[src/rtl/midi_msg_parser_pkg.sv]
// rtl/midi_msg_parser_pkg.sv - MIDI command codes, byte classes, parser states and status lookup
package midi_msg_parser_pkg;

   localparam int MIDI_CMD_SIZE = 4;

   localparam logic [3:0] MIDI_CMD_NONE       = 4'd0;
   localparam logic [3:0] MIDI_CMD_NOTE_OFF   = 4'd1;
   localparam logic [3:0] MIDI_CMD_NOTE_ON    = 4'd2;
   localparam logic [3:0] MIDI_CMD_POLY_AT    = 4'd3;
   localparam logic [3:0] MIDI_CMD_CC         = 4'd4;
   localparam logic [3:0] MIDI_CMD_PROG       = 4'd5;
   localparam logic [3:0] MIDI_CMD_CH_PRESS   = 4'd6;
   localparam logic [3:0] MIDI_CMD_PITCH_BEND = 4'd7;
   localparam logic [3:0] MIDI_CMD_SYS        = 4'd8;

   typedef enum logic [2:0] {CLS_DATA, CLS_CHAN, CLS_SYSEX, CLS_COMMON, CLS_RT} byte_class_t;
   typedef enum logic [1:0] {IDLE, WAIT_D0, WAIT_D1, SYSEX} parse_state_t;

   typedef struct packed {
      logic [3:0] cmd;
      logic [1:0] data_cnt;
   } cmd_info_t;

   // System common data counts: F1/F3 carry one byte, F2 two, the rest none.
   function automatic cmd_info_t status_lookup(input logic [3:0] hi, input logic [3:0] lo);
      cmd_info_t info;
      info = '{cmd: MIDI_CMD_NONE, data_cnt: 2'd0};
      case (hi)
         4'h8: info = '{cmd: MIDI_CMD_NOTE_OFF,   data_cnt: 2'd2};
         4'h9: info = '{cmd: MIDI_CMD_NOTE_ON,    data_cnt: 2'd2};
         4'hA: info = '{cmd: MIDI_CMD_POLY_AT,    data_cnt: 2'd2};
         4'hB: info = '{cmd: MIDI_CMD_CC,         data_cnt: 2'd2};
         4'hC: info = '{cmd: MIDI_CMD_PROG,       data_cnt: 2'd1};
         4'hD: info = '{cmd: MIDI_CMD_CH_PRESS,   data_cnt: 2'd1};
         4'hE: info = '{cmd: MIDI_CMD_PITCH_BEND, data_cnt: 2'd2};
         4'hF: begin
            info.cmd = MIDI_CMD_SYS;
            if (lo == 4'h1 || lo == 4'h3) info.data_cnt = 2'd1;
            else if (lo == 4'h2)          info.data_cnt = 2'd2;
            else                          info.data_cnt = 2'd0;
         end
         default: info = '{cmd: MIDI_CMD_NONE, data_cnt: 2'd0};
      endcase
      return info;
   endfunction

endpackage

[src/rtl/midi_msg_parser_status_decode.sv]
// rtl/midi_msg_parser_status_decode.sv - combinational byte classifier: class, command and data count
module midi_status_decode
   import midi_msg_parser_pkg::*;
(
   input  logic [7:0] byte_data,
   output logic [2:0] cls,
   output logic [3:0] cmd,
   output logic [1:0] data_cnt
);

   cmd_info_t info;

   always_comb begin
      info     = status_lookup(byte_data[7:4], byte_data[3:0]);
      cmd      = info.cmd;
      data_cnt = info.data_cnt;
      if (!byte_data[7])                cls = CLS_DATA;
      else if (byte_data[7:4] != 4'hF)  cls = CLS_CHAN;
      else if (byte_data == 8'hF0)      cls = CLS_SYSEX;
      else if (byte_data[3])            cls = CLS_RT;
      else                              cls = CLS_COMMON;
   end

endmodule

[src/rtl/midi_msg_parser.sv]
// rtl/midi_msg_parser.sv - MIDI byte stream to parallel command parser with running status,
// real-time interleaving and SysEx discard
module midi_msg_parser
   import midi_msg_parser_pkg::*;
#(
   parameter bit VEL0_IS_OFF = 1'b1
) (
   input  logic                     clk,
   input  logic                     reset,
   input  logic                     byte_rdy,
   input  logic [7:0]               byte_data,
   output logic                     midi_rdy,
   output logic [MIDI_CMD_SIZE-1:0] midi_cmd,
   output logic [3:0]               midi_ch_sysn,
   output logic [6:0]               midi_data0,
   output logic [6:0]               midi_data1
);

   logic [2:0]   cls_raw;
   logic [3:0]   dec_cmd;
   logic [1:0]   dec_cnt;
   byte_class_t  cls;
   parse_state_t state;
   logic [3:0]   rs_cmd;
   logic [3:0]   rs_ch;
   logic [1:0]   rs_cnt;
   logic         rs_keep;
   logic [6:0]   d0_q;
   logic         vel0_hit;

   midi_status_decode u_decode (
      .byte_data (byte_data),
      .cls       (cls_raw),
      .cmd       (dec_cmd),
      .data_cnt  (dec_cnt)
   );

   assign cls      = byte_class_t'(cls_raw);
   assign vel0_hit = VEL0_IS_OFF && (rs_cmd == MIDI_CMD_NOTE_ON) && (byte_data[6:0] == 7'd0);

   always_ff @(posedge clk or posedge reset) begin
      if (reset) begin
         state        <= IDLE;
         rs_cmd       <= MIDI_CMD_NONE;
         rs_ch        <= 4'd0;
         rs_cnt       <= 2'd0;
         rs_keep      <= 1'b0;
         d0_q         <= 7'd0;
         midi_rdy     <= 1'b0;
         midi_cmd     <= MIDI_CMD_NONE;
         midi_ch_sysn <= 4'd0;
         midi_data0   <= 7'd0;
         midi_data1   <= 7'd0;
      end else begin
         midi_rdy <= 1'b0;
         if (byte_rdy) begin
            case (cls)
               // Real-time bytes leave state, running status and data0 untouched.
               CLS_RT: begin
                  midi_rdy     <= 1'b1;
                  midi_cmd     <= MIDI_CMD_SYS;
                  midi_ch_sysn <= byte_data[3:0];
                  midi_data0   <= 7'd0;
                  midi_data1   <= 7'd0;
               end
               CLS_CHAN: begin
                  rs_cmd  <= dec_cmd;
                  rs_ch   <= byte_data[3:0];
                  rs_cnt  <= dec_cnt;
                  rs_keep <= 1'b1;
                  state   <= WAIT_D0;
               end
               CLS_SYSEX: state <= SYSEX;
               CLS_COMMON: begin
                  if (dec_cnt == 2'd0) begin
                     if (byte_data == 8'hF6) begin
                        midi_rdy     <= 1'b1;
                        midi_cmd     <= MIDI_CMD_SYS;
                        midi_ch_sysn <= byte_data[3:0];
                        midi_data0   <= 7'd0;
                        midi_data1   <= 7'd0;
                     end
                     state <= IDLE;
                  end else begin
                     rs_cmd  <= dec_cmd;
                     rs_ch   <= byte_data[3:0];
                     rs_cnt  <= dec_cnt;
                     rs_keep <= 1'b0;
                     state   <= WAIT_D0;
                  end
               end
               default: begin
                  case (state)
                     WAIT_D0: begin
                        if (rs_cnt == 2'd2) begin
                           d0_q  <= byte_data[6:0];
                           state <= WAIT_D1;
                        end else begin
                           midi_rdy     <= 1'b1;
                           midi_cmd     <= rs_cmd;
                           midi_ch_sysn <= rs_ch;
                           midi_data0   <= byte_data[6:0];
                           midi_data1   <= 7'd0;
                           state        <= rs_keep ? WAIT_D0 : IDLE;
                        end
                     end
                     WAIT_D1: begin
                        midi_rdy     <= 1'b1;
                        midi_cmd     <= vel0_hit ? MIDI_CMD_NOTE_OFF : rs_cmd;
                        midi_ch_sysn <= rs_ch;
                        midi_data0   <= d0_q;
                        midi_data1   <= byte_data[6:0];
                        state        <= rs_keep ? WAIT_D0 : IDLE;
                     end
                     default: state <= state;
                  endcase
               end
            endcase
         end
      end
   end

endmodule

[config.mk]
export PLATFORM = sky130hd
export DESIGN_NAME = midi_msg_parser
export DESIGN_NICKNAME = d
export VERILOG_FILES = /design/src/rtl/midi_msg_parser_pkg.sv /design/src/rtl/midi_msg_parser_status_decode.sv /design/src/rtl/midi_msg_parser.sv
export SDC_FILE = /design/constraint.sdc
export NUM_CORES = 1
export LEC_CHECK = 0
export ABC_AREA = 1
export CAP_MARGIN = 10
export CORE_MARGIN = 2
export CORE_UTILIZATION = 40
export CTS_BUF_LIST = sky130_fd_sc_hd__clkbuf_8
export DETAILED_ROUTE_END_ITERATION = 16
export SLEW_MARGIN = 20
export SYNTH_ARGS = -nofsm -noshare
export SYNTH_HDL_FRONTEND = slang
export SYNTH_SLANG_ARGS = --single-unit
[constraint.sdc]
create_clock -name clk -period 1.27 [get_ports clk]
set_input_delay 0.1905 -clock clk [delete_from_list [all_inputs] [get_ports clk]]
set_output_delay 0.1905 -clock clk [all_outputs]
set_load 0.02 [all_outputs]
Word level (Yosys, flattened, before mapping):

Cells that the tools add are included.
W data, S select, Z words.

* equal/unequal tests: 26
* muxes and demuxes: 45
* bitwise operators: 3
* reductions and logical operators: 13

Operators by type and width (number)
* $pmux W6 S8: 1
* $pmux W7 S3: 2
* $mux W4: 9
* $eq A4 B4 Y1 const B: 8
* $pmux W4 S2: 4
* $mux W7: 4
* $pmux W7 S2: 2
* $pmux W4 S3: 2
* $eq A8 B8 Y1 const B: 2
* $eq A4 B2 Y1 const B: 3
* $mux W3: 4
* $mux W2: 4
* $pmux W2 S2: 2
* $pmux W2 S4: 1
* $logic_not A7 Y1: 1
* $mux W1: 7
* $eq A3 B2 Y1 const B: 2
* $ne A2 B2 Y1 const B: 3
* $reduce_and A3 Y1: 2
* $reduce_and A6 Y1: 1
* $reduce_bool A5 Y1: 1
* $eq A2 B2 Y1 const B: 2
* $eq A4 B1 Y1 const B: 1
* $ne A4 B2 Y1 const B: 1
* 15 further kinds: 18

* register bits: 43
* bits of input ports: 11

Depth between registers and ports, before layout:

Gate-level depths: netlist of the first run.

* word-level depth: 8
* mapped depth: 11

Modules after synthesis:

From an unflattened synthesis of the first run, not the netlist that was laid out.

* cells, all modules: 318
* area total of the unflattened synthesis: 2284.7 um2

Modules (own cells, without submodules)
* midi_msg_parser: times used 1, cells each 284, area each 2132.0 um2
* midi_status_decode: times used 1, cells each 34, area each 152.6 um2

Least setup slack after synthesis of the first run:

No wires, ideal clock.

* path kind: reg2reg
* start: reg state[0]
* end: reg midi_ch_sysn[3]
* arrival time: 1260 ps
* required time: 1149 ps
* setup slack: -111 ps
* cell stages (with the launch flop): 10
* path buffers: 1
* clock period less this slack: 1381 ps
* cell sequence: dfrtp_1 inv_1 ha_1 inv_1 nand2_1 nand3_2 nand3b_4 buf_6 nand2_2 o21ai_2

* word-level cells in the longest chain between the ends: 3
* elaborated cells between the ends (all ways): 7
* classes of those cells: 3 x eq/ne; 2 x mux; 2 x reduce/logical

RTL lines
* from (decl): line midi_msg_parser.sv:23 `parse_state_t state;`
* from (signal assigned): line midi_msg_parser.sv:104 `state <= rs_keep ? WAIT_D0 : IDLE;`
* from (signal assigned): line midi_msg_parser.sv:113 `state <= rs_keep ? WAIT_D0 : IDLE;`
* from (signal assigned): line midi_msg_parser.sv:115 `default: state <= state;`
* $eq A2 B2 Y1 or $eq A2 B1 Y1 (tied branches): line midi_msg_parser.sv:93 `case (state)`
* $pmux W4 S2, or another cell as far along: line midi_msg_parser.sv:93
* $pmux W4 S3 or $reduce_and A6 Y1 (tied branches)
* to (signal assigned): line midi_msg_parser.sv:62 `midi_ch_sysn <= byte_data[3:0];`
* to (signal assigned): line midi_msg_parser.sv:101 `midi_ch_sysn <= rs_ch;`
* to (signal assigned): line midi_msg_parser.sv:110 `midi_ch_sysn <= rs_ch;`
* to (decl): line midi_msg_parser.sv:14 `output logic [3:0] midi_ch_sysn,`

Several ways; a longest one is shown, not always the timed one.
A chain may end at the register's enable or synchronous reset.

Worst setup path in the final report of the first run:

* start: reg state[0]
* end: reg midi_data0[3]

* word-level cells in the longest chain between the ends: 3
* elaborated cells between the ends (all ways): 7
* classes of those cells: 3 x eq/ne; 2 x mux; 2 x reduce/logical

RTL lines
* $eq A2 B2 Y1 or $eq A2 B1 Y1 (tied branches): line midi_msg_parser.sv:93
* $pmux W7 S2, or another cell as far along: line midi_msg_parser.sv:93
* $pmux W7 S3 or $reduce_and A6 Y1 (tied branches)
* to (signal assigned): line midi_msg_parser.sv:102 `midi_data0 <= byte_data[6:0];`
* to (signal assigned): line midi_msg_parser.sv:111 `midi_data0 <= d0_q;`
* to (decl): line midi_msg_parser.sv:15 `output logic [6:0] midi_data0,`

Several ways; a longest one is shown, not always the timed one.

==> flow_summary_export.csv, run 1 <==
group,metric,value,unit
setup_path,cp-start-kind,"register",
timing,hold_viol,0,
timing,setup_viol,29,
drt,first_pass_iters,4,
global_route,overflow,0,
clocking,cts_tree,"done",
timing,max-slew-margin-rel,80.54,%
placement,place_congestion,0.8646,
outcome,outcome,"finished with violations",
clocking,htreeDepth,2,
final_layout,multi_input_area,1244,um2
placement,portBuffers,33,
global_route,antenna_found_initial,0,
drt,wire_per_inst,13.30,um
setup_path,path_class,"reg -> reg",
clocking,cts-root-buf,"clkbuf_8",
die,die_area,6513,um2
pwr,p_per_area,1526,nW/um2
pwr,leakage,1.662,nW
clocking,numCtsBuffers,5,
final_layout,antenna_cells,0,
setup_path,cp_data_arrival_time,1.65,ns
outcome,violations,"negative setup slack",
timing,period_share,114.6,%
logic_synthesis,synth_seq_cells,43,
die,core,5608,um2
logic_synthesis,syn_area,2354,um2
logic_synthesis,yosysUniqueCellTypes,26,
timing,skew,0.004576,ns
logic_synthesis,synth_commonest_cells,"nand2_1, dfrtp_1, o21ai_2, nand2_2, nor2_1",
timing,setup_slack,-0.1860,ns
die,ios,34,
drt,final_antenna_net_count,0,
setup_path,cp_top_family,"flip-flops",
logic_synthesis,syn_nets,282,
setup_path,crit_path_max_incr_delay,0.44,ns
placement,dp_hpwl,4.076,mm
logic_synthesis,synthArstFlopShare,100.0,%
die,num_rows,27,
logic_synthesis,synth_area_per_cell,8.749,um2
global_route,track_usage,19.11,%
setup_path,cp.required,1.46,ns
setup_path,cp_num_cells,9,
die,die_x,80.71,um
timing,worst_slew_pin_slew,0.2919,ns
clocking,clock_sinks,43,
logic_synthesis,synthTopCellsByArea,"dfrtp_1, o21ai_2, nand2_1",
final_layout,final_layout_size_suffix_gt1_share,46.38,%
clocking,clk_latency,0.29,ns
final_layout,syn2layout_area_growth,40.62,%
drt,dr.first_iter.drc_count,106,
die,chipHeight,80.71,um
global_route,first_global_vias,1917,
placement,post-place-ws,-0.5970,ns
timing,min_period,1.456,ns
hold_path,hp-class,"in -> async",
logic_synthesis,synth_top_area_cell,"dfrtp_1",
logic_synthesis,yosysMostFrequentCell,"nand2_1",
clocking,clockBufferDepth,2,
setup_path,reg2regPathDepth,9,
setup_path,cpMaxStageDelayCell,"dfrtp_2",
global_route,grt_max_degree,44,
clocking,clk_pin_slew,0.08,ns
global_route,grt_pass1_wl,9.446,mm
setup_path,crit_buf_inv,3,
setup_path,path_max_fanout,17,
timing,max_clock_freq,686.8,MHz
pwr,ir_drop,726.5,uV
drt,num_vias,2015,
setup_path,crit_chain,"inv_2 -> ha_4 -> inv_2 -> nand2_2 -> nand3_4 -> nand3b_4 -> buf_12 -> nand2_2 -> o21ai_2",
timing,hold_slack,0.2276,ns
logic_synthesis,yosys_warnings,0,
drt,post-route-drc-count,0,
drt,via_per_inst,4.832,
die,initial_core_util,41.97,%
final_layout,num-fill-cells,531,
timing,drv_slew,0,
logic_synthesis,synthFlopType,"dfrtp_1",
logic_synthesis,synth_top_area_share,45.72,%
logic_synthesis,synth_edf_count,0,
timing,rsz0062_at_grt,"yes",
final_layout,register_area,1077,um2
drt,wl,5.548,mm
logic_synthesis,postSynthCellCount,269,
setup_path,endpoint_kind,"register",
logic_synthesis,ys_seq_area_share,45.72,%
final_layout,nets,358,
job,maxCapViolations,0,
==> area by class of cell <==
type	count	share of cell area [%]
clock buffers	6	2.495
well taps	72	2.722
inverters	23	2.684
clock inverters	1	0.1512
multi-input cells	191	37.58
flip-flops and latches	43	32.55
repair buffers	81	21.81
==> worst min-delay path: stages <==
cell,delay [ns]
clkdlybuf4s50_1,0.40
clkinv_1,0.07
buf_12,0.23
==> repair_timing <==
item                       in CTS  in global routing
pin swaps                      10                  7
resized for setup              68                 19
setup endpoints to repair      66                 43
hold buffers                    0                  0
gates cloned                    1                  0
setup buffers                   2                  2
==> power breakdown <==
| part | total [mW] | internal, mW | switching (mW) |
|---|---|---|---|
| Sequential | 2.07 | 1.79 | 0.279 |
| Combinational | 2.10 | 0.943 | 1.16 |
| Clock | 0.882 | 0.427 | 0.455 |
| Total | 5.05 | 3.16 | 1.89 |
==> cell families after synthesis <==
group / Yosys count / share of synthesized area [%]
AO/OA/AOI/OAI: 55 / 16.27
adder cells (fa/ha/maj): 2 / 1.063
buffers and inverters: 35 / 8.081
flip-flops: 43 / 45.72
AND/OR/NAND/NOR: 134 / 28.87
==> cells in the final DEF (no fill, tap or decap) <==
cell type	instances
nor2_1	15
a21oi_2	6
o21ai_2	28
nand3_4	3
nand2_4	5
nand2_1	50
nand3_2	4
o21bai_1	1
nand3b_4	1
inv_4	1
buf_4	38
o21ai_0	8
nor2_8	1
nor3_4	1
a21oi_1	6
nor2_2	6
clkdlybuf4s50_1	2
dlygate4sd2_1	28
o21ai_1	6
clkinv_2	1
dfrtp_1	42
dfrtp_2	1
nor2_4	2
nand4_1	3
buf_6	5
inv_2	10
nand2_2	30
inv_1	11
ha_4	2
buf_12	5
clkbuf_2	3
clkinv_1	1
nand3_1	12
nor3b_2	1
clkbuf_8	6
==> flip-flops by register name (all words and copies together) (netlist names) <==
| name | count |
|---|---|
| rs_keep | 1 |
| state | 2 |
| rs_cnt | 2 |
| midi_rdy | 1 |
| rs_cmd | 4 |
| midi_cmd | 4 |
| midi_data1 | 7 |
| midi_data0 | 7 |
| rs_ch | 4 |
| d0_q | 7 |
| midi_ch_sysn | 4 |
==> per-stage QoR <==
stage          instance area (um2)  util (%)  power, mW  cells  TNS (ns)
6_report                      3309     59.01      5.051    417    -4.699
5_1_grt                       3309     59.01      5.379    417    -7.260
3_5_place_dp                  3090     55.11      4.138    407    -22.08
4_1_cts                       3273     58.37      4.991    416    -4.838
2_1_floorplan                 2387         -      3.277    269    -1.456
3_3_place_gp                  3090     55.11      4.086    407    -20.69
==> metal layers <==
metal  track usage, %  up-vias  wire length, um
met1            26.41      951             2704
met3            3.146        9              186
met4            7.119        0              119
met2            30.25       36             2537
li1                 -     1019                -
met5                0        -                0
==> path summary, 6_finish.rpt <==
path | startpoint | slack (ns) | end
worst max register to register | state[0] | -0.19 | midi_data0[3]
max in group asynchronous | reset | 0.83 | state[0]
worst min register to register | midi_ch_sysn[1] | 0.47 | midi_ch_sysn[1]
min in group clk | byte_data[7] | 0.26 | rs_cmd[0]
worst min-delay path | reset | 0.23 | midi_data0[4]
worst max-delay path | state[0] | -0.19 | midi_data0[3]
(Power assumes the default switching activity.)
==> run 2, diff against run 1 <==
Settings changed: SLEW_MARGIN 20 to 25.
==> results of run 2 <==
No change in the layout: final DEF, timing and power equal those of run 1.
==> run 3, diff against run 2 <==
Settings changed: ABC_AREA 1 to 0.
==> run 3 against run 2 <==
- die area fell by 2.5%
- flip-flop and latch count did not move
- the run still ends with negative setup slack left
- synthesized area fell by 2.7%
- cell count fell by 21%
- clock power fell by 2.8%
- utilization fell by 3.7 points
- critical endpoint is now midi_cmd[0]
- largest cell class unchanged
- non-clock buffer count fell by 9
- highest routed layer unchanged
==> flow_summary_export.csv, run 3 <==
group,metric,value,unit
outcome,outcome,"finished with violations",
outcome,violations,"negative setup slack",
logic_synthesis,syn_nets,202,
timing,worst_slew_pin_slew,0.3345,ns
logic_synthesis,synth_top_area_share,46.97,%
logic_synthesis,ys_seq_area_share,46.97,%
logic_synthesis,synth_seq_cells,43,
placement,placed_cell_area,2962,um2
logic_synthesis,synthMuxAreaShare,24.52,%
timing,hold_viol,0,
setup_path,cp_top_family,"flip-flops",
timing,min_period,1.749,ns
logic_synthesis,synth_fa_ha_area_share,1.092,%
die,die_area,6349,um2
placement,placed_cells,320,
setup_path,cp.required,1.45,ns
logic_synthesis,synthTopCellsByArea,"dfrtp_1, mux2_4, mux2_2",
pwr,ir_drop,945.6,uV
timing,max-slew-margin-rel,77.53,%
placement,post-place-ws,-0.8466,ns
setup_path,crit_path_max_incr_delay,0.40,ns
pwr,power.total,5.394,mW
clocking,holdBufCountCts,0,
logic_synthesis,synth_xor_area_share,0.7646,%
logic_synthesis,synthSimpleGateAreaFrac,13.27,%
setup_path,endpoint_kind,"register",
global_route,grt_pass1_wl,8.100,mm
hold_path,hp-class,"in -> reg",
logic_synthesis,synth_edf_count,0,
drt,dr.first_iter.drc_count,59,
timing,period_share,137.7,%
global_route,track_usage,16.88,%
clocking,clk_pin_slew,0.08,ns
job,maxCapViolations,0,
placement,dp_hpwl,3.636,mm
setup_path,crit_buf_inv,2,
clocking,clk_latency,0.29,ns
setup_path,path_max_fanout,10,
final_layout,final_cell_mix,"dfrtp_1, buf_4, dlygate4sd2_1, mux2_4",
pwr,p_per_area,1771,nW/um2
clocking,clockBufferDepth,2,
final_layout,nets,269,
clocking,cts-root-buf,"clkbuf_8",
die,num_rows,27,
logic_synthesis,synth_top_family_by_area,"multiplexers",
clocking,htreeDepth,2,
final_layout,num-fill-cells,507,
logic_synthesis,synthArstFlopShare,100.0,%
setup_path,path_class,"reg -> reg",
global_route,antenna_found_initial,0,
die,initial_core_util,41.60,%
setup_path,crit_chain,"inv_2 -> ha_2 -> nand3b_1 -> and3b_1 -> o2bb2ai_4 -> buf_12 -> mux2_2",
global_route,first_global_vias,1632,
die,die_x,79.68,um
timing,tns,-12.99,ns
die,core,5507,um2
placement,portBuffers,33,
final_layout,final_layout_size_suffix_gt1_share,38.28,%
global_route,overflow,0,
setup_path,cp-start-kind,"register",
logic_synthesis,syn_area,2291,um2
drt,num_vias,1580,
logic_synthesis,yosysMostFrequentCell,"dfrtp_1",
setup_path,cpMaxStageDelayCell,"dfrtp_1",
global_route,grt_max_degree,44,
timing,setup_slack,-0.4793,ns
drt,final_antenna_net_count,0,
logic_synthesis,synth_compound_area_share,7.264,%
die,chipHeight,79.68,um
placement,place_congestion,0.8149,
final_layout,antenna_cells,0,
logic_synthesis,yosysUniqueCellTypes,37,
logic_synthesis,synth_commonest_cells,"dfrtp_1, mux2_4, nor2_1",
final_layout,design_area,3045,um2
pwr,leakage,1.544,nW
timing,drv_slew,0,
die,ios,34,
logic_synthesis,postSynthCellCount,189,
drt,via_per_inst,4.817,
timing,skew,0.007409,ns
drt,first_pass_iters,4,
final_layout,syn2layout_area_growth,32.93,%
final_layout,final_common_cell,"dfrtp_1",
setup_path,cp_data_arrival_time,1.92,ns
drt,post-route-drc-count,0,
timing,rsz0062_at_grt,"yes",
final_layout,reg_top3,"d0_q (7), midi_data0 (7), midi_data1 (7)",
drt,wl,4.756,mm
clocking,cts_tree,"done",
logic_synthesis,synthFlopType,"dfrtp_1",
final_layout,fin_util,55.31,%
timing,setup_viol,31,
logic_synthesis,synth_top_area_cell,"dfrtp_1",
timing,max_clock_freq,571.7,MHz
logic_synthesis,yosys_warnings,0,
drt,wire_per_inst,14.50,um
clocking,numCtsBuffers,5,
timing,hold_slack,0.2350,ns
final_layout,final_cells,328,
clocking,clock_sinks,43,
logic_synthesis,synth_area_per_cell,12.12,um2
[run 3: final timing paths]
check / depth (start not counted) / from / slack (ns) / to
worst max-delay path: 7 / state[1] / -0.48 / midi_cmd[0]
worst min-delay path: 3 / byte_data[4] / 0.23 / midi_data1[4]
worst max register to register: 7 / state[1] / -0.48 / midi_cmd[0]
worst min register to register: 1 / rs_keep / 0.50 / rs_keep
max in group asynchronous: 3 / reset / 0.80 / midi_data0[1]
min in group asynchronous: 3 / reset / 0.27 / d0_q[1]
[run 3: logic make-up (layout without fill, tap and decap cells)]
group           after synthesis  in the layout
buf+inv                      25             92
simple gates                 51             51
xor+xnor                      2              2
fa+ha+maj                     2              2
flops                        43             43
compound gates               21             21
mux                          45             45
[run 3: layout make-up]
cell class	count	area, um2	area share (%)
clock buffers	6	82.58	2.712
clock inverters	1	5.005	0.1643
inverters	13	48.80	1.602
multi-input cells	121	1115	36.61
flip-flops and latches	43	1076	35.33
well taps	72	90.09	2.958
repair buffers	72	628.1	20.62
[run 3: repair_timing]
item / in CTS / in global routing
gates resized for setup: 44 / 10
setup buffers: 0 / 1
setup endpoints to repair: 66 / 37
pin swaps: 3 / 2
[run 3: where the power goes]
| part | total, mW | internal [mW] | switching, mW |
|---|---|---|---|
| logic | 2.46 | 1.35 | 1.12 |
| clock network | 0.857 | 0.427 | 0.430 |
| registers | 2.07 | 1.84 | 0.228 |
[run 3: metal layers]
metal	wire (um)	global-route usage (%)
met1	2387	24.55
met2	2165	25.71
met3	149	3.507
met4	54	4.138
met5	0	0
[run 3: tightest hold or removal path, cell delays in order]
cell,delay [ns]
clkbuf_2,0.14
nand3_1,0.09
mux2i_1,0.06
